[config.mk]
export PLATFORM = sky130hd
export DESIGN_NAME = mdu_iter
export DESIGN_NICKNAME = d
export VERILOG_FILES = /design/src/rtl/mdu_iter_pkg.sv /design/src/rtl/mdu_iter_mul.sv /design/src/rtl/mdu_iter.sv
export SDC_FILE = /design/constraint.sdc
export NUM_CORES = 2
export LEC_CHECK = 0
export BUFFER_PORTS_ARGS = -buffer_cell sky130_fd_sc_hd__buf_2
export CAP_MARGIN = 5
export CORE_MARGIN = 5
export CORE_UTILIZATION = 54
export DETAILED_ROUTE_END_ITERATION = 16
export PLACE_DENSITY_LB_ADDON = 0.2
export SLEW_MARGIN = 30
export SYNTH_ARGS = -nofsm -noshare
export SYNTH_HDL_FRONTEND = slang
export SYNTH_SLANG_ARGS = --single-unit
[constraint.sdc]
create_clock -name clk -period 11.17 [get_ports clk]
set_input_delay 0 -clock clk [delete_from_list [all_inputs] [get_ports clk]]
set_output_delay 0 -clock clk [all_outputs]
set_load 0.03 [all_outputs]
[src/rtl/mdu_iter_pkg.sv]
// Shared core definitions for the iterative multiply/divide unit:
// HI/LO operation encodings and FSM state encodings.
package mdu_iter_pkg;

  typedef enum logic [1:0] {
    OP_MULT  = 2'b00,
    OP_MULTU = 2'b01,
    OP_DIV   = 2'b10,
    OP_DIVU  = 2'b11
  } mduOp_e;

  typedef enum logic [1:0] {
    IDLE = 2'b00,
    MUL  = 2'b01,
    DIV  = 2'b10,
    FIX  = 2'b11
  } mduState_e;

  // op[1] selects divide, op[0] selects the unsigned variant
  function automatic logic opIsDiv(input logic [1:0] op);
    return op[1];
  endfunction

  function automatic logic opIsSigned(input logic [1:0] op);
    return ~op[0];
  endfunction

endpackage

[src/rtl/mdu_iter_mul.sv]
// Registered signed/unsigned multiplier: product of the inputs presented in
// cycle N appears on prod after STAGES clock edges (combinational if 0).
module mul_pipe
  import mdu_iter_pkg::*;
#(
  parameter int WIDTH  = 32,
  parameter int STAGES = 1
) (
  input  logic                 clk,
  input  logic                 rst,
  input  logic [WIDTH-1:0]     a,
  input  logic [WIDTH-1:0]     b,
  input  logic                 isSigned,
  output logic [2*WIDTH-1:0]   prod
);

  logic signed [2*WIDTH-1:0] extA;
  logic signed [2*WIDTH-1:0] extB;
  logic        [2*WIDTH-1:0] full;

  // Extending both operands to 2*WIDTH makes one signed multiply serve both
  // MULT and MULTU; the low 2*WIDTH bits are exact either way.
  assign extA = {{WIDTH{isSigned & a[WIDTH-1]}}, a};
  assign extB = {{WIDTH{isSigned & b[WIDTH-1]}}, b};
  assign full = extA * extB;

  generate
    if (STAGES == 0) begin : g_comb
      assign prod = full;
    end else begin : g_pipe
      logic [2*WIDTH-1:0] stage [STAGES];

      always_ff @(posedge clk or posedge rst) begin
        if (rst) begin
          for (int i = 0; i < STAGES; i++) stage[i] <= '0;
        end else begin
          stage[0] <= full;
          for (int i = 1; i < STAGES; i++) stage[i] <= stage[i-1];
        end
      end

      assign prod = stage[STAGES-1];
    end
  endgenerate

endmodule

[src/rtl/mdu_iter.sv]
// Iterative MIPS-style HI/LO multiply/divide unit: pipelined multiply,
// restoring radix-2 divide with a sign-fix cycle, MTHI/MTLO and flush.
module mdu_iter
  import mdu_iter_pkg::*;
#(
  parameter int WIDTH   = 32,
  parameter int MUL_LAT = 2
) (
  input  logic             clk,
  input  logic             rst,
  input  logic             start,
  input  logic [1:0]       op,
  input  logic [WIDTH-1:0] a,
  input  logic [WIDTH-1:0] b,
  input  logic             cancel,
  input  logic             hi_we,
  input  logic             lo_we,
  input  logic [WIDTH-1:0] wdata,
  output logic             busy,
  output logic             done,
  output logic [WIDTH-1:0] hi,
  output logic [WIDTH-1:0] lo
);

  localparam int CNT_W = $clog2(WIDTH + 1);
  localparam logic [CNT_W-1:0] DIV_LAST = CNT_W'(WIDTH - 1);
  localparam logic [CNT_W-1:0] MUL_LAST = CNT_W'((MUL_LAT >= 2) ? MUL_LAT - 2 : 0);

  mduState_e        state;
  logic [CNT_W-1:0] cnt;
  logic [WIDTH-1:0] opA, opB;
  logic [1:0]       opCode;
  logic [WIDTH-1:0] quot, rem, dvs;

  logic [2*WIDTH-1:0] mulProd;
  logic [WIDTH-1:0]   absA, absB;
  logic [WIDTH:0]     remShift, diff;
  logic               negQ, negR;
  logic [WIDTH-1:0]   qFix, rFix;

  // Fed straight from the ports so the start cycle counts as the first stage;
  // HI/LO form the last one.
  mul_pipe #(
    .WIDTH  (WIDTH),
    .STAGES (MUL_LAT - 1)
  ) u_mul (
    .clk      (clk),
    .rst      (rst),
    .a        (a),
    .b        (b),
    .isSigned (opIsSigned(op)),
    .prod     (mulProd)
  );

  assign absA = (opIsSigned(op) && a[WIDTH-1]) ? -a : a;
  assign absB = (opIsSigned(op) && b[WIDTH-1]) ? -b : b;

  // The partial remainder stays below 2*divisor, so diff's top bit is the borrow.
  assign remShift = {rem, quot[WIDTH-1]};
  assign diff     = remShift - {1'b0, dvs};

  assign negQ = opIsSigned(opCode) & (opA[WIDTH-1] ^ opB[WIDTH-1]);
  assign negR = opIsSigned(opCode) & opA[WIDTH-1];
  assign qFix = negQ ? -quot : quot;
  assign rFix = negR ? -rem : rem;

  // NOTE: every state element below uses non-blocking assignment so all
  // updates in a branch see the pre-edge values of each other.
  always_ff @(posedge clk or posedge rst) begin
    if (rst) begin
      state  <= IDLE;
      busy   <= 1'b0;
      done   <= 1'b0;
      hi     <= '0;
      lo     <= '0;
      cnt    <= '0;
      opA    <= '0;
      opB    <= '0;
      opCode <= '0;
      quot   <= '0;
      rem    <= '0;
      dvs    <= '0;
    end else begin
      done <= 1'b0;

      if (!busy && !start) begin
        if (hi_we) hi <= wdata;
        if (lo_we) lo <= wdata;
      end

      if (cancel) begin
        state <= IDLE;
        busy  <= 1'b0;
        cnt   <= '0;
      end else begin
        unique case (state)
          IDLE: begin
            if (start) begin
              opA    <= a;
              opB    <= b;
              opCode <= op;
              cnt    <= '0;
              rem    <= '0;
              quot   <= absA;
              dvs    <= absB;
              if (!opIsDiv(op)) begin
                if (MUL_LAT == 1) begin
                  {hi, lo} <= mulProd;
                  done     <= 1'b1;
                end else begin
                  state <= MUL;
                  busy  <= 1'b1;
                end
              end else if (b == '0) begin
                state <= FIX;
                busy  <= 1'b1;
              end else begin
                state <= DIV;
                busy  <= 1'b1;
              end
            end
          end

          MUL: begin
            if (cnt == MUL_LAST) begin
              {hi, lo} <= mulProd;
              done     <= 1'b1;
              state    <= IDLE;
              busy     <= 1'b0;
              cnt      <= '0;
            end else begin
              cnt <= cnt + CNT_W'(1);
            end
          end

          DIV: begin
            if (diff[WIDTH]) begin
              rem  <= remShift[WIDTH-1:0];
              quot <= {quot[WIDTH-2:0], 1'b0};
            end else begin
              rem  <= diff[WIDTH-1:0];
              quot <= {quot[WIDTH-2:0], 1'b1};
            end
            cnt <= cnt + CNT_W'(1);
            if (cnt == DIV_LAST) state <= FIX;
          end

          FIX: begin
            if (opIsDiv(opCode)) begin
              if (opB == '0) begin
                hi <= opA;
                lo <= '1;
              end else begin
                hi <= rFix;
                lo <= qFix;
              end
            end
            done  <= 1'b1;
            state <= IDLE;
            busy  <= 1'b0;
            cnt   <= '0;
          end

          default: begin
            state <= IDLE;
            busy  <= 1'b0;
          end
        endcase
      end
    end
  end

endmodule

Word-level counts from Yosys, hierarchy flattened
Index checks and enable logic that the tools add are counted.
{"block": "totals", "ff_bits": 300, "in_bits": 104, "out_inout_bits": 66, "elab_cells": 93}
{"block": "op_classes", "add_sub_neg": 6, "n_mul": 1, "n_eq_ne": 8, "mux": 42, "n_bitwise": 8, "reduce_logical": 15}
{"op": "32-bit 2-to-1 mux", "count": 19}
{"op": "32-bit case mux with 2 select lines", "count": 4}
{"op": "32-bit negator", "count": 4}
{"op": "32-bit zero test", "count": 2}
{"op": "33-bit by 33-bit multiplier with 64-bit output", "count": 1}
{"op": "33-bit by 32-bit subtractor with 33-bit output", "count": 1}
{"op": "6-bit case mux with 4 select lines", "count": 1}
{"op": "6-bit 2-to-1 mux", "count": 3}
{"op": "3-bit AND reduction", "count": 4}
{"op": "2-bit 2-to-1 mux", "count": 5}
{"op": "3-bit != test (second input constant)", "count": 3}
{"op": "2-bit case mux with 4 select lines", "count": 1}
{"op": "1-bit 2-to-1 mux", "count": 7}
{"op": "6-bit by 1-bit adder with 6-bit output (second input constant)", "count": 1}
{"op": "6-bit by 5-bit == test with 1-bit output (second input constant)", "count": 1}
{"op": "6-bit zero test", "count": 1}
{"op": "1-bit AND", "count": 4}
{"op": "2-bit == test (second input constant)", "count": 2}
{"op": "4-bit nonzero test", "count": 1}
{"op": "1-bit logical AND", "count": 3}
{"op": "1-bit inverter", "count": 3}
{"op": "1-bit case mux with 3 select lines", "count": 1}
{"op": "2-bit by 1-bit == test with 1-bit output (second input constant)", "count": 1}
{"op": "1-bit zero test", "count": 2}
{"op": "5 further kinds", "count": 5}

Depth between registers and ports, before layout
{"block": "logic_depth", "word_depth": 7, "mapped_depth": 33, "ltp_nobuf": 28}

Hierarchy
Synthesis repeated with hierarchy kept, for this count alone.
{"block": "hier_totals", "cells_unflattened": 6150, "area_unflattened_um2": 55279.3}
{"module": "mul_pipe", "instances": 1, "cells_each": 4188, "area_per_inst_um2": 39314.0, "seq_area_each_um2": 1601.5}
{"module": "mdu_iter", "instances": 1, "cells_each": 1962, "area_per_inst_um2": 15965.3, "seq_area_each_um2": 5880.6}

Worst setup path before layout
OpenSTA, ideal clock, no wires.
{"block": "synth_path", "kind": "input -> register", "startpoint": "input a[31]", "endpoint": "register u_mul.g_pipe.stage (netlist bit u_mul.prod[63])", "setup_time_ns": 0.080, "arrival_ns": 8.245, "required_time_ns": 11.090, "setup_slack_ns": 2.845, "cell_stages": 29, "path_cell_list": "clkbuf_1 > nor2b_1 > clkbuf_1 > clkbuf_1 > clkbuf_1 > nand2_1 > inv_1 > fa_1 > fa_1 > fa_1 > inv_1 > fa_1 > inv_1 > fa_1 > fa_1 > inv_1 > fa_1 > fa_1 > inv_1 > ha_1 > a211o_1 > a211oi_1 > o221ai_1 > a32oi_1 > o211ai_1 > a31oi_1 > o31ai_1 > a21oi_1 > xnor2_1"}
{"block": "synth_between", "elab_chain_cells": 2}
{"element": "start: declaration", "line": "mdu_iter.sv:13", "text": "input logic [WIDTH-1:0] a,"}
{"element": "1-bit AND", "line": "mdu_iter_mul.sv:23", "text": "assign extA = {{WIDTH{isSigned & a[WIDTH-1]}}, a};"}
{"element": "33-bit by 33-bit multiplier with 64-bit output *", "line": "mdu_iter_mul.sv:25", "text": "assign full = extA * extB;"}
{"element": "net u_mul.full[63]", "line": "mdu_iter_mul.sv:19", "text": "logic [2*WIDTH-1:0] full;"}
{"element": "end: declaration", "line": "mdu_iter_mul.sv:31", "text": "logic [2*WIDTH-1:0] stage [STAGES];"}
Mark *: on every way through the listed nets, which the timed path passes. The rest lies on a longest branch.
A chain may end at the register's enable or synchronous reset.

Final worst setup path
{"block": "layout_path", "startpoint": "input op[0]", "endpoint": "register u_mul.g_pipe.stage (netlist bit u_mul.prod[63])"}
{"block": "layout_between", "elab_chain_cells": 3, "elab_cells_between_ends": 4}
{"element": "start: declaration", "line": "mdu_iter.sv:12", "text": "input logic [1:0] op,"}
{"element": "1-bit inverter *", "line": "mdu_iter_pkg.sv:25", "text": "return ~op[0];"}
{"element": "1-bit AND, on equally long branches", "line": "mdu_iter_mul.sv:23, mdu_iter_mul.sv:24"}
{"element": "33-bit by 33-bit multiplier with 64-bit output *", "line": "mdu_iter_mul.sv:25"}
{"element": "net u_mul.full[63]", "line": "mdu_iter_mul.sv:19"}
Marked as above.

==> metrics <==
remaining global-route overflow=0; 1st-iter DRT viols=slightly above 4000; register area=roughly 7500 sq um; worst slew pin tran=roughly 1.1 ns; share of cells above drive strength 1=under 10%; global-route total usage across every layer=about 31%; highest fanout seen on the critical path=26; kind of start point of the critical path=primary input; Compound-Gate Fraction of Synth Area=9.103%; number of buffers between clock root and the deepest sink=3; critical-path cell with the highest stage delay=sky130_fd_sc_hd__fa_1; depth of the critical timing path with buffers and inverters included=27; Die Ht=330.4 um; post-synthesis mux area share=around 2.6%; gpl congestion=approximately 0.93; post-route design area=between 50000 and 60000 sq um; number of clock buffers inserted by TritonCTS=34; cell taking the most area after synthesis=sky130_fd_sc_hd__fa_1; path type of the worst min-delay path=in2reg; number of enable flip-flop cells after synthesis=0; cells after synthesis=between 6000 and 7000; worst-case reg-to-reg path depth=14; placed inst area=57120 sq um; total routed wirelength=166.5 mm; DR WL/cell=22.33 um; setup repair after global routing missed its margin=false; clock period minus worst slack=9.295 ns; result of the run=completed; wire length of the first global-routing pass=around 260 mm; H-tree level count=2; final core utilization=between 50% and 60%; initial cell density of the core=54.42%; clock root buffer=sky130_fd_sc_hd__clkbuf_16; share of flip-flops with an asynchronous set or reset after synthesis=between 90% and 100%; endpoint type of the worst setup path=register; number of cell rows=around 120; Fin. Hold Viols=0; number of maximum-capacitance violations=0; number of placed I/O pins=170; number of routed nets with antenna violations=0; area fraction in and, or, nand and nor cells after synthesis=approximately 14%; final critical-path share of the clock period=between 80% and 90%; clock tree from TritonCTS=yes; area of the multi-input gates=roughly 42000 sq um; TritonCTS Sinks=299; count of buffers inserted at the top-level ports=169; post-synth cell types=88; CP Class=in2reg; final HPWL from detailed placement=about 130 mm; required time worst endpoint=~12 ns; list of most frequent post-synthesis cells=sky130_fd_sc_hd__inv_1, sky130_fd_sc_hd__fa_1, sky130_fd_sc_hd__nand2_1; cell depth of the worst hold path=3; DRC Markers=0; router iterations before antenna repair=5; share of synthesized area occupied by flip-flops and latches=13.49%; cell seen most often among critical-path stages=sky130_fd_sc_hd__fa_1; die area=~110000 sq um; core region area=around 100000 sq um; register bit count reported by yosys=~300; max-slew violation count=0; fmax=roughly 110 MHz; setup clock skew after layout=around 0.027 ns; syn_area_per_cell=roughly 9 sq um; xor and xnor fraction of the mapped netlist area=3.459%; initial antenna violation count=16; via count=~43000; number of buffers and inverters on the critical path=7; fill cell count=approximately 9200; Post-Synthesis Cell Area=about 55000 sq um; detailed-route vias per instance=5.782; dominant combinational cell family by area after synthesis=adder cells; Top delay family on crit path=adder cells; Crit path largest cell delay=~1.1 ns; clock input transition at the sequential cells of the worst setup and hold paths=0.07 ns; adder-cell area share of the yosys netlist=46.39%; proportion of netlist area held by the largest area contributor=around 40%; most common cell in the netlist=sky130_fd_sc_hd__inv_1; Area Overhead vs Synth=5.928%; arrival time at the worst endpoint=9.75 ns; number of global-route vias before repair=between 40000 and 50000; top area cells in the synthesized netlist=sky130_fd_sc_hd__fa_1, sky130_fd_sc_hd__dfrtp_1, sky130_fd_sc_hd__inv_1; setup TNS=0 ns; setup-violating endpoint count in the final report=0; clock latency on the worst-skew pair=around 0.54 ns; fin nets=roughly 7500; synth warn=0; Die Width=roughly 330 um; relative slew slack=between 20% and 30%; largest net degree at the start of global routing=around 170; ys flop type=sky130_fd_sc_hd__dfrtp_1; synthesized netlist net count=7623
[layout make-up]
cell class	count	area share, %
multi-input combinational	4260	71.60
sequential	299	12.74
inverter	1179	7.556
timing repair buffer	283	3.166
tap	1368	2.914
clock buffer	46	1.662
clock inverter	15	0.3344
antenna	7	0.02982
[tightest hold or removal path, stage by stage]
cell                      delay, ns
sky130_fd_sc_hd__buf_2         0.24
sky130_fd_sc_hd__xnor2_1       0.21
sky130_fd_sc_hd__o21ai_0       0.07
[cell usage in the layout (no fill, tap or decap), types with 25 or more instances in the layout]
| cell type | n |
|---|---|
| sky130_fd_sc_hd__a21o_1 | 52 |
| sky130_fd_sc_hd__a21oi_1 | 205 |
| sky130_fd_sc_hd__a22oi_1 | 39 |
| sky130_fd_sc_hd__and2_1 | 360 |
| sky130_fd_sc_hd__buf_2 | 162 |
| sky130_fd_sc_hd__buf_4 | 80 |
| sky130_fd_sc_hd__clkbuf_16 | 34 |
| sky130_fd_sc_hd__dfrtp_1 | 298 |
| sky130_fd_sc_hd__dlygate4sd3_1 | 38 |
| sky130_fd_sc_hd__fa_1 | 1125 |
| sky130_fd_sc_hd__ha_1 | 253 |
| sky130_fd_sc_hd__inv_1 | 1176 |
| sky130_fd_sc_hd__mux2_2 | 61 |
| sky130_fd_sc_hd__mux2i_1 | 74 |
| sky130_fd_sc_hd__nand2_1 | 940 |
| sky130_fd_sc_hd__nand2b_1 | 31 |
| sky130_fd_sc_hd__nand3_1 | 27 |
| sky130_fd_sc_hd__nor2_1 | 178 |
| sky130_fd_sc_hd__nor3_1 | 32 |
| sky130_fd_sc_hd__nor4_1 | 25 |
| sky130_fd_sc_hd__o21ai_0 | 243 |
| sky130_fd_sc_hd__o21ai_1 | 37 |
| sky130_fd_sc_hd__o22ai_1 | 54 |
| sky130_fd_sc_hd__o31ai_1 | 26 |
| sky130_fd_sc_hd__xnor2_1 | 127 |
| sky130_fd_sc_hd__xor2_1 | 92 |
[sequential cells by signal, summed over array words and instances (netlist names), 2 cells and up]
signal,count
cnt,6
dvs,31
hi,32
lo,32
opA,32
opB,32
opCode,2
quot,32
rem,32
state,2
u_mul.prod,64
[final timing paths]
check / startpoint / to / slack, ns
setup / recovery: op[0] / u_mul.prod[63] / 1.87
hold / removal: b[16] / dvs[16] / 0.05
setup reg to reg: quot[31] / rem[1] / 7.06
hold reg to reg: dvs[24] / dvs[24] / 0.48
max in group asynchronous: rst / dvs[26] / 9.55
min in group asynchronous: rst / lo[10] / 0.18
[cell families (layout without fill, tap and decap cells)]
group / count (synthesis) / after routing
buf+inv: 1580 / 1523
simple gates: 1703 / 1703
other cells: 0 / 7
compound gates: 823 / 823
flops: 299 / 299
mux: 135 / 135
fa+ha+maj: 1380 / 1380
xor+xnor: 219 / 219
[metrics by stage]
stage	instances	hold slack [ns]	setup slack, ns
6_report	7457	0.05310	1.875
5_1_grt	7450	0.01562	1.503
4_1_cts	7449	0.01213	1.949
3_5_place_dp	7350	0.2652	1.687
3_3_place_gp	7349	0.2616	1.787
2_1_floorplan	6139	0.1506	2.845
[routing by layer]
metal / GRT usage (%) / share of wire, % / up-vias
met5: 0 / 0.013 / -
met4: 10.78 / 4.2 / 4
met3: 4.818 / 8.6 / 380
met2: 51.13 / 47 / 1866
met1: 42.71 / 40 / 22297
li1: - / - / 18572
[what timing repair did]
item,CTS,global route
endpoints found under the hold margin,197,0
setup buffers,0,0
hold buffers,38,0
resized for setup,0,0
Power is not shown: default switching activity piles up to over one toggle a cycle in this logic, so the estimate is an artifact.
